$ cat src/rtl/mul_scheduler.sv
// mul_scheduler: round-robin sharing of one iterative multiplier between two requesters
module mul_scheduler #(
  parameter int WIDTH   = 32,
  parameter int TIMEOUT = 40,
  parameter int CNT_W   = 6
) (
  input  logic               clk,
  input  logic               rst,
  input  logic               req0_valid,
  output logic               req0_ready,
  input  logic [WIDTH-1:0]   req0_a,
  input  logic [WIDTH-1:0]   req0_b,
  input  logic               req1_valid,
  output logic               req1_ready,
  input  logic [WIDTH-1:0]   req1_a,
  input  logic [WIDTH-1:0]   req1_b,
  output logic               resp_valid,
  input  logic               resp_ready,
  output logic               resp_id,
  output logic [2*WIDTH-1:0] resp_p,
  output logic               resp_err,
  output logic [WIDTH-1:0]   mul_a,
  output logic [WIDTH-1:0]   mul_b,
  output logic               mul_load,
  output logic               mul_ena,
  input  logic [2*WIDTH-1:0] mul_p,
  input  logic               mul_dne,
  output logic               busy
);
  typedef enum logic [1:0] {IDLE, LOAD, RUN, RESP} state_t;
  state_t state, state_nx;
  logic last_grant, grant, any_valid, done, tmo;
  logic [CNT_W-1:0] counter;
  // arbitration, engine strobes and completion detection
  always_comb begin
    any_valid  = req0_valid | req1_valid;
    grant      = (req0_valid && req1_valid) ? ~last_grant : req1_valid;
    req0_ready = (state == IDLE) && any_valid && !grant;
    req1_ready = (state == IDLE) && any_valid && grant;
    mul_load   = state == LOAD;
    mul_ena    = state == RUN;
    resp_valid = state == RESP;
    busy       = state != IDLE;
    done       = mul_dne && (counter != '0);
    tmo        = counter == CNT_W'(TIMEOUT - 1);
  end
  // next-state logic
  always_comb begin
    state_nx = state;
    unique case (state)
      IDLE:    state_nx = any_valid ? LOAD : IDLE;
      LOAD:    state_nx = RUN;
      RUN:     state_nx = (done || tmo) ? RESP : RUN;
      RESP:    state_nx = resp_ready ? IDLE : RESP;
      default: state_nx = IDLE;
    endcase
  end
  // state register
  always_ff @(posedge clk)
    state <= rst ? IDLE : state_nx;
  // operand latch, watchdog, result capture and round-robin history
  always_ff @(posedge clk) begin
    if (rst) begin
      last_grant <= 1'b1;
      resp_id    <= 1'b0;
      resp_p     <= '0;
      resp_err   <= 1'b0;
      mul_a      <= '0;
      mul_b      <= '0;
      counter    <= '0;
    end else begin
      if (state == IDLE && any_valid) begin
        mul_a   <= grant ? req1_a : req0_a;
        mul_b   <= grant ? req1_b : req0_b;
        resp_id <= grant;
      end
      if (state == LOAD) counter <= '0;
      if (state == RUN) counter <= counter + 1'b1;
      if (state == RUN && done) begin
        resp_p   <= mul_p;
        resp_err <= 1'b0;
      end else if (state == RUN && tmo) begin
        resp_p   <= '0;
        resp_err <= 1'b1;
      end
      if (state == RESP && resp_ready) last_grant <= resp_id;
    end
  end
endmodule

$ cat config.mk
export PLATFORM = sky130hd
export DESIGN_NAME = mul_scheduler
export DESIGN_NICKNAME = d
export VERILOG_FILES = /design/src/rtl/mul_scheduler.sv
export SDC_FILE = /design/constraint.sdc
export NUM_CORES = 1
export LEC_CHECK = 0
export ABC_AREA = 1
export BUFFER_PORTS_ARGS = -buffer_cell sky130_fd_sc_hd__buf_2
export CAP_MARGIN = 5
export CORE_AREA = 2 2 130 132
export CTS_CLUSTER_DIAMETER = 50
export DETAILED_ROUTE_END_ITERATION = 8
export DIE_AREA = 0 0 132 134
export MAX_ROUTING_LAYER = met4
export PLACE_DENSITY_LB_ADDON = 0.12
export SYNTH_ARGS = -nofsm -noshare
export SYNTH_HDL_FRONTEND = slang
export SYNTH_SLANG_ARGS = --single-unit
$ cat constraint.sdc
create_clock -name clk -period 4.5 [get_ports clk]
set_input_delay 1.125 -clock clk [delete_from_list [all_inputs] [get_ports clk]]
set_output_delay 1.125 -clock clk [all_outputs]
set_load 0.01 [all_outputs]
==> results of run 1 <==
cell type report:
cell class	count	area (um^2)
sequential	139	2780
timing repair buffer	342	1740
inverter	62	233
tap	220	275
clock inverter	14	241
multi-input combinational	590	2710
antenna	9	22.5
clock buffer	18	439
fill	1710	7850
worst min-delay path by stage:
stage	from	endpoint	slack, ps	cells past startpoint
after global placement	mul_b[14]$_SDFFE_PP0P_	mul_b[14]$_SDFFE_PP0P_	450	2
after detailed placement	mul_a[27]$_SDFFE_PP0P_	mul_a[27]$_SDFFE_PP0P_	460	2
after floorplan	last_grant$_SDFFE_PP1P_	last_grant$_SDFFE_PP1P_	450	2
final	mul_a[15]$_SDFFE_PP0P_	mul_a[15]$_SDFFE_PP0P_	460	2
after global routing	mul_a[1]$_SDFFE_PP0P_	mul_a[1]$_SDFFE_PP0P_	470	2
after CTS	mul_a[15]$_SDFFE_PP0P_	mul_a[15]$_SDFFE_PP0P_	460	2
report_power, final:
| part | total (mW) | internal, mW | switching (mW) |
|---|---|---|---|
| logic | 0.763 | 0.272 | 0.491 |
| registers | 1.38 | 1.33 | 0.0517 |
| clock network | 1.62 | 1.06 | 0.559 |
| total | 3.76 | 2.66 | 1.10 |
registers in the layout, indices dropped and copies added, names as in the netlist:
| signal | count |
|---|---|
| resp_id | 1 |
| mul_a | 32 |
| counter | 6 |
| last_grant | 1 |
| mul_b | 32 |
| resp_p | 64 |
| resp_err | 1 |
| state | 2 |
cell families after synthesis:
family	after synthesis	synth area share (%)
adders and majority gates	7	1.44
DFF	139	45.8
buffers and inverters	128	10.0
AOI/OAI and AO/OA	142	12.0
and+or+nand+nor	441	30.8
per-layer routing:
| layer | track usage [%] | vias up |
|---|---|---|
| met2 | 36.3 | 261 |
| li1 | - | 3368 |
| met5 | - | - |
| met4 | 11.3 | 0 |
| met3 | 6.84 | 37 |
| met1 | 27.2 | 2869 |
metrics by stage:
| stage | area (um^2) | std cells |
|---|---|---|
| final | 8440 | 1394 |
| after global routing | 8440 | 1394 |
| after CTS | 8410 | 1385 |
| after detailed placement | 7730 | 1353 |
| after global placement | 7730 | 1353 |
| after floorplan | 6080 | 857 |
worst max-delay path: cells and delay by family:
kind,cells,cell delay (ps)
and+or+nand+nor,3,650
buffers and inverters,2,270
cells in the final DEF, fill, tap and decap left out, types with 2 or more instances in the layout:
| master | instances |
|---|---|
| sky130_fd_sc_hd__nand3_1 | 148 |
| sky130_fd_sc_hd__nand4_1 | 3 |
| sky130_fd_sc_hd__nor2_1 | 10 |
| sky130_fd_sc_hd__inv_1 | 61 |
| sky130_fd_sc_hd__a21oi_1 | 136 |
| sky130_fd_sc_hd__clkinv_4 | 3 |
| sky130_fd_sc_hd__bufinv_16 | 6 |
| sky130_fd_sc_hd__clkbuf_16 | 17 |
| sky130_fd_sc_hd__nand2_1 | 272 |
| sky130_fd_sc_hd__diode_2 | 9 |
| sky130_fd_sc_hd__nand2_2 | 3 |
| sky130_fd_sc_hd__dfxtp_1 | 139 |
| sky130_fd_sc_hd__ha_1 | 7 |
| sky130_fd_sc_hd__buf_4 | 10 |
| sky130_fd_sc_hd__o21ai_0 | 3 |
| sky130_fd_sc_hd__clkinv_2 | 2 |
| sky130_fd_sc_hd__inv_6 | 2 |
| sky130_fd_sc_hd__buf_2 | 332 |
==> results.md, run 1 <==
Timing:
- The count of endpoints failing hold in the final timing report is 0.
- Setup repair after global routing left no endpoint under its margin.
- The worst slew margin relative to its limit is 38.3%.
- The number of pins exceeding their max-slew limit in the final report was 0.
- For the pin with the worst max-slew slack, the measured transition is 926 ps.
- The maximum clock frequency is ~310 MHz.
- The clock period minus worst slack is 3190 ps.
- In the final timing run, aggregate negative setup slack is 0 ps.
- The final hold slack is 459 ps.
- The largest clock skew in the final design is 8.70 ps.
- Setup slack closes at 1310 ps.
- The final critical path takes up 70.8% of the cycle.
- The final number of setup-violating endpoints is 0.

Synth:
- In this run, synthesis inferred 0 flip-flops with an integrated enable.
- The sequential share of the synthesized area is 45.8%.
- Sorting the synthesized cells by area gives the leading types as sky130_fd_sc_hd__dfxtp_1, sky130_fd_sc_hd__nand2_1, sky130_fd_sc_hd__nand3_1, sky130_fd_sc_hd__a21oi_1, sky130_fd_sc_hd__inv_1.
- The area share of the largest cell type after synthesis is between 40% and 50%.
- The cell area that synthesis handed to floorplanning was 0.00608 mm^2.
- By instance count, the leading cell after synthesis is sky130_fd_sc_hd__nand2_1.
- The number of warning messages in the yosys log is 0.
- The mean cell area of the mapped netlist is 7.10 um^2.
- In this run, distinct cell masters in the synthesized netlist total 21.
- For this run, asynchronously set or reset flops after synthesis account for 0%.
- Counting flops and latches in the post-synthesis netlist gives 139.
- After synthesis, the most frequently instantiated cells are sky130_fd_sc_hd__nand2_1, sky130_fd_sc_hd__nand3_1, sky130_fd_sc_hd__dfxtp_1.
- The number of nets in the synthesized netlist is approximately 1,100.
- The gate count after technology mapping is 857.
- Of all cell types, the one taking the most synthesized area is sky130_fd_sc_hd__dfxtp_1.
- The leading register cell type out of synthesis is sky130_fd_sc_hd__dfxtp_1.

Clock network:
- The clock transition time at the flip-flop clock pins of the worst setup and hold paths is around 60 ps.
- The quantity of gates resized following cts is 0.
- TritonCTS built the clock tree.
- The post-cts hold buffer count is 0.
- The largest buffer count on any clock path is 2.
- In this run the clock root is driven by a sky130_fd_sc_hd__clkbuf_16.
- The total number of H-tree levels is 4.
- The CTS sink count is roughly 140.
- The insertion delay of the later-clocked pin in the worst-skew pair is 420 ps.
- The buffer count from post-CTS setup fixing is 0.
- TritonCTS created 17 clock buffers.

Place:
- The detailed placer's ending HPWL is between 10 and 15 mm.
- The global placer's final weighted congestion is ~0.84.
- Prior to clock tree synthesis, the placed netlist has a worst setup slack of between 1000 and 1500 ps.
- The count of port buffers added during placement is ~330.

Detailed routing:
- Dividing the detail-routed wire length by the instance count gives 14.8 um.
- The number of antenna-violating nets in the routed design is 0.
- The sum of routed wire length over all layers is around 21 mm.
- For this block, the initial DRC count from the detailed router was 309.
- Using the TritonRoute via totals, the vias-per-cell ratio works out to 4.69.
- The top layer reached by signal wires is met4.
- After detailed routing, the wire length on met1 is 8.61 mm.
- The routed wire length on met3 is 1.69 mm.
- The detailed-routed wire length on met2 is 9.62 mm.
- The first-pass iteration count of the detailed router is 4.
- For this run, design rule violations remaining after detail routing come to 0.
- Summing over every cut layer, the via total after detailed routing is between 6,000 and 7,000.

Floorplan:
- The die covers 0.0177 mm^2.
- Pin placement for this block handled approximately 330 I/O pins.
- The height of the chip is 134 um.
- The core outline area is 0.0163 mm^2.
- The initial utilization of the core area, before any placement, comes to 37.3%.
- The number of cell rows is between 40 and 50.
- The overall die width is 132 um.

Setup path:
- The worst register-to-register path ends at mul_b[14]$_SDFFE_PP0P_.
- The worst register-to-register path begins at state[0]$_SDFF_PP0_.
- The data arrival time at the worst-slack endpoint is 2060 ps.
- STA classifies the critical path startpoint as a primary input.
- The number of cells on the worst reg-to-reg path is 7.
- The slowest cell on the critical path is sky130_fd_sc_hd__nand2_2.
- Along the worst path, the maximum fanout reaches 18.
- The source of the critical timing path is req0_valid.
- The critical path in this run is classified as in -> out.
- In this design, the critical path's most frequently occurring cell is sky130_fd_sc_hd__buf_2.
- The setup check on the worst reg-to-reg path leaves a slack of 2150 ps.
- For the worst setup path, the data required time is 3380 ps.
- The capture point of the critical path is req1_ready.
- Traced cell by cell, the critical path runs through buf_2 -> nand2_2 -> nand2_4 -> nor2_4 -> buf_2.
- The kind of capture point of the worst setup path is an output pin.
- The delay of the slowest cell on the worst path is 300 ps.

Worst hold path:
- The worst hold path belongs to the class reg -> reg.

GRT:
- The via count of the first global-routing pass was about 6,000.
- Entering global routing, the biggest net connects slightly above 80 pins.
- The first-pass GRT wire length is 31.4 mm.
- Global routing consumed, over all layers together, around 23% of the routing resources.
- For this run the aggregate overflow at the end of global routing stands at 0.
- The initial antenna violation count is 9.

Power and ir drop:
- In this run the power density over the cells is 446 mW/mm^2.
- The completed layout was analyzed and its total power is around 3.8 mW.
- VDD sags by at most 243 uV.
- In this run the static leakage power is 4.17 nW.

Layout:
- The area growth from synthesis to layout is 38.7%.
- The utilization after layout is between 50% and 60%.
- At the end of the flow, the number of nets in the layout was 1,357.
- The post-route netlist has 33.0% of its cells at a drive strength greater than 1.

Outcome:
- The flow ran to the end, and the final reports show no timing, DRC or antenna violations.

Flow run:
- Across the run, the number of max-cap violations was 0.
(Power assumes the default switching activity.)
==> inputs of run 2 (changes only) <==
--- a/config.mk
+++ b/config.mk
@@ -8,10 +8,10 @@
 export ABC_AREA = 1
 export BUFFER_PORTS_ARGS = -buffer_cell sky130_fd_sc_hd__buf_2
 export CAP_MARGIN = 5
-export CORE_AREA = 2 2 130 132
+export CORE_AREA = 2 2 131 133
 export CTS_CLUSTER_DIAMETER = 50
 export DETAILED_ROUTE_END_ITERATION = 8
-export DIE_AREA = 0 0 132 134
+export DIE_AREA = 0 0 133 135
 export MAX_ROUTING_LAYER = met4
 export PLACE_DENSITY_LB_ADDON = 0.12
 export SYNTH_ARGS = -nofsm -noshare
==> constraint.sdc (replaced) <==
create_clock -name clk -period 3.3 [get_ports clk]
set_input_delay 0.825 -clock clk [delete_from_list [all_inputs] [get_ports clk]]
set_output_delay 0.825 -clock clk [all_outputs]
set_load 0.01 [all_outputs]
==> run 2 against run 1 <==
Against the previous run: highest routed layer unchanged; critical path type unchanged; non-clock buffer count is 2 higher; clock power is 8% higher; sequential share of layout area is 0.50 points higher; register-to-register slack worse by 920 ps.
==> results.md, run 2 (synthesis results as in run 1) <==
Outcome:
- The flow ran to the end, and the final reports show no timing, DRC or antenna violations.

Setup path:
- The data arrival time at the worst-slack endpoint is 1780 ps.
- The nature of the critical path startpoint is a primary input.
- The required arrival time at the worst endpoint is 2470 ps.
- STA classifies the critical path endpoint as an output pin.
- The highest net fanout along the worst path is 18.
- The critical path is of the in -> out type.

Detailed routing:
- Before antenna repair, the detailed router went through 4 iterations.
- The sum of routed wire length over all layers is 20.5 mm.
- Detailed routing inserted a total of 6,621 vias.
- The routed wire length per instance is 14.8 um.
- In this run, the number of DRC markers left after iteration 0 of detailed routing was 358.
- The post-detailed-route via-to-cell ratio is roughly 4.8.
- The number of design rule violations left after detail routing is 0.
- The number of antenna-violating nets in the routed design is 0.

Place:
- The detailed placer's ending HPWL is 14.1 mm.
- The total placed instance area is 0.00776 mm^2.
- Once placement completed, the tool counted placed cells totaling roughly 1,400.
- At the end of routability-driven placement, the weighted congestion stood at between 0.8 and 0.9.
- Input and output buffers added on the ports amount to 333.

Layout:
- The leading cell type in the layout, fill and taps excluded is sky130_fd_sc_hd__buf_2.
- The largest registers in the layout are resp_p: 64 flops, mul_a: 32 flops, mul_b: 32 flops.
- The post-route cell area is 0.00831 mm^2.
- The layout net count is 1,359.
- The library cells used most frequently in the layout, excluding fill and tap cells, are sky130_fd_sc_hd__buf_2, sky130_fd_sc_hd__nand2_1, sky130_fd_sc_hd__nand3_1.
- The number of flip-flops under the largest register name is 64.
- Ranked by flip-flop count, first place goes to resp_p.
- The fraction of layout instances using a drive strength above 1 is 32.9%.
- The synthesis-to-finish area growth is 36.7%.
- The count of cells in the finished layout, fillers not included, comes to 1,392.

Power and ir drop:
- Power spread over the standard cell area amounts to 564 mW/mm^2.
- IR analysis of the VDD net gives a maximum drop of 334 uV.
- The design draws 4.69 mW.
- The leakage power figure is 4.12 nW.

Timing:
- Hold timing on the final database bottoms out at a slack of 462 ps.
- For this run, the top clock speed supported by timing is 384 MHz.
- Setup repair after global routing left no endpoint under its margin.
- The measured slew at the worst slew-check pin is 704 ps.
- The number of pins exceeding their max-slew limit in the final report is 0.
- Setup violations remaining at the end of the flow were counted as 0.
- The count of endpoints failing hold in the final timing report is 0.
- Headroom to the max-slew limit came out at 53.1%.
- After layout, the minimum clock period comes to 2610 ps.
- The setup TNS is 0 ps.
- The final critical path takes up 78.9% of the cycle.
- The clock arrives with 9.16 ps of skew.

GRT:
- The largest net degree at the start of global routing is 67.
- For this run, the total global-route usage over all layers was measured as around 23%.
- The via count of the first global-routing pass is 6,088.
- The initial antenna violation count is 5.
- The aggregate global routing overflow is 0.
- The first-pass GRT wire length is 31.1 mm.

Clock network:
- TritonCTS built the clock tree.
- The H-tree was split into 4 levels.
- The root buffer cell is sky130_fd_sc_hd__clkbuf_16.
- The post-cts hold buffer count is 0.
- The insertion delay of the later-clocked pin in the worst-skew pair is 420 ps.
- The largest buffer count on any clock path is 2.
- TritonCTS created 17 clock buffers.
- The quantity of gates resized following cts is 0.
- The clock net in this run drives a total of 139 sinks.
- The clock transition time at the flip-flop clock pins of the worst setup and hold paths is 50 ps.
- Buffers added to address setup during post-CTS repair amount to 0.

Floorplan:
- The number of cell rows is 47.
- The die covers 0.0180 mm^2.
- The height of the chip is about 140 um.
- The number of placed I/O pins is between 300 and 400.
- The core region is 0.0164 mm^2.
- The die is 133 um wide.
- The starting density of the core is 37.1%.

Worst hold path:
- The path class of the lowest-slack min-delay path is reg -> reg.

Flow run:
- Max-cap violations in this run came to 0.
-- run 2: cell types whose count changed in the layout (fill, tap and decap cells not counted), sizes merged --
| cell | change |
|---|---|
| clkinv | +4 |
| buf | +2 |
| bufinv | -5 |
| inv | -2 |
| clkinvlp | +2 |
| diode | -3 |
-- run 2: layer usage --
| layer | routed length [um] | part of all wire, % | global-route usage [%] | vias up |
|---|---|---|---|---|
| met5 | 0 | 0 | - | - |
| met4 | 323 | 1.6 | 8.84 | 0 |
| met3 | 1750 | 8.5 | 7.51 | 24 |
| met2 | 10100 | 49 | 37.0 | 238 |
| met1 | 8380 | 41 | 25.8 | 2983 |
| li1 | - | - | - | 3376 |
-- run 2: final timing paths --
kind / startpoint / to / slack (ps) / cells after the start
worst min register to register: mul_a[2]$_SDFFE_PP0P_ / mul_a[2]$_SDFFE_PP0P_ / 460 / 2
worst max register to register: state[0]$_SDFF_PP0_ / resp_p[60]$_SDFFE_PP0P_ / 1230 / 8
worst max-delay path: req0_valid / req1_ready / 690 / 5
worst min-delay path: mul_a[2]$_SDFFE_PP0P_ / mul_a[2]$_SDFFE_PP0P_ / 460 / 2
-- run 2: area by class of cell --
type / count / area, um^2
clock inverters: 13 / 105
multi-input cells: 590 / 2710
fillers: 1687 / 8100
well taps: 220 / 275
inverters: 62 / 233
repair buffers: 344 / 1760
clock buffers: 18 / 429
diodes: 6 / 15.0
flip-flops and latches: 139 / 2780
-- run 2: critical path, stage by stage --
cell and delay (ps):
sky130_fd_sc_hd__buf_2 130, sky130_fd_sc_hd__nand2_2 310, sky130_fd_sc_hd__nand2_4 220, sky130_fd_sc_hd__nor2_4 130, sky130_fd_sc_hd__buf_2 150
-- run 2: where the power goes --
| part | total (mW) | leakage [nW] | switching (mW) | internal [mW] |
|---|---|---|---|---|
| Combinational | 1.05 | 2.72 | 0.674 | 0.376 |
| Clock | 1.75 | 0.261 | 0.734 | 1.02 |
| Sequential | 1.88 | 1.13 | 0.0694 | 1.82 |
-- run 2: through the flow --
stage / util [%] / worst slack [ps]
after floorplan: - / 1100
after global placement: 47.3 / 704
after detailed placement: 47.3 / 687
after CTS: 50.6 / 688
after global routing: 50.6 / 598
final: 50.7 / 695
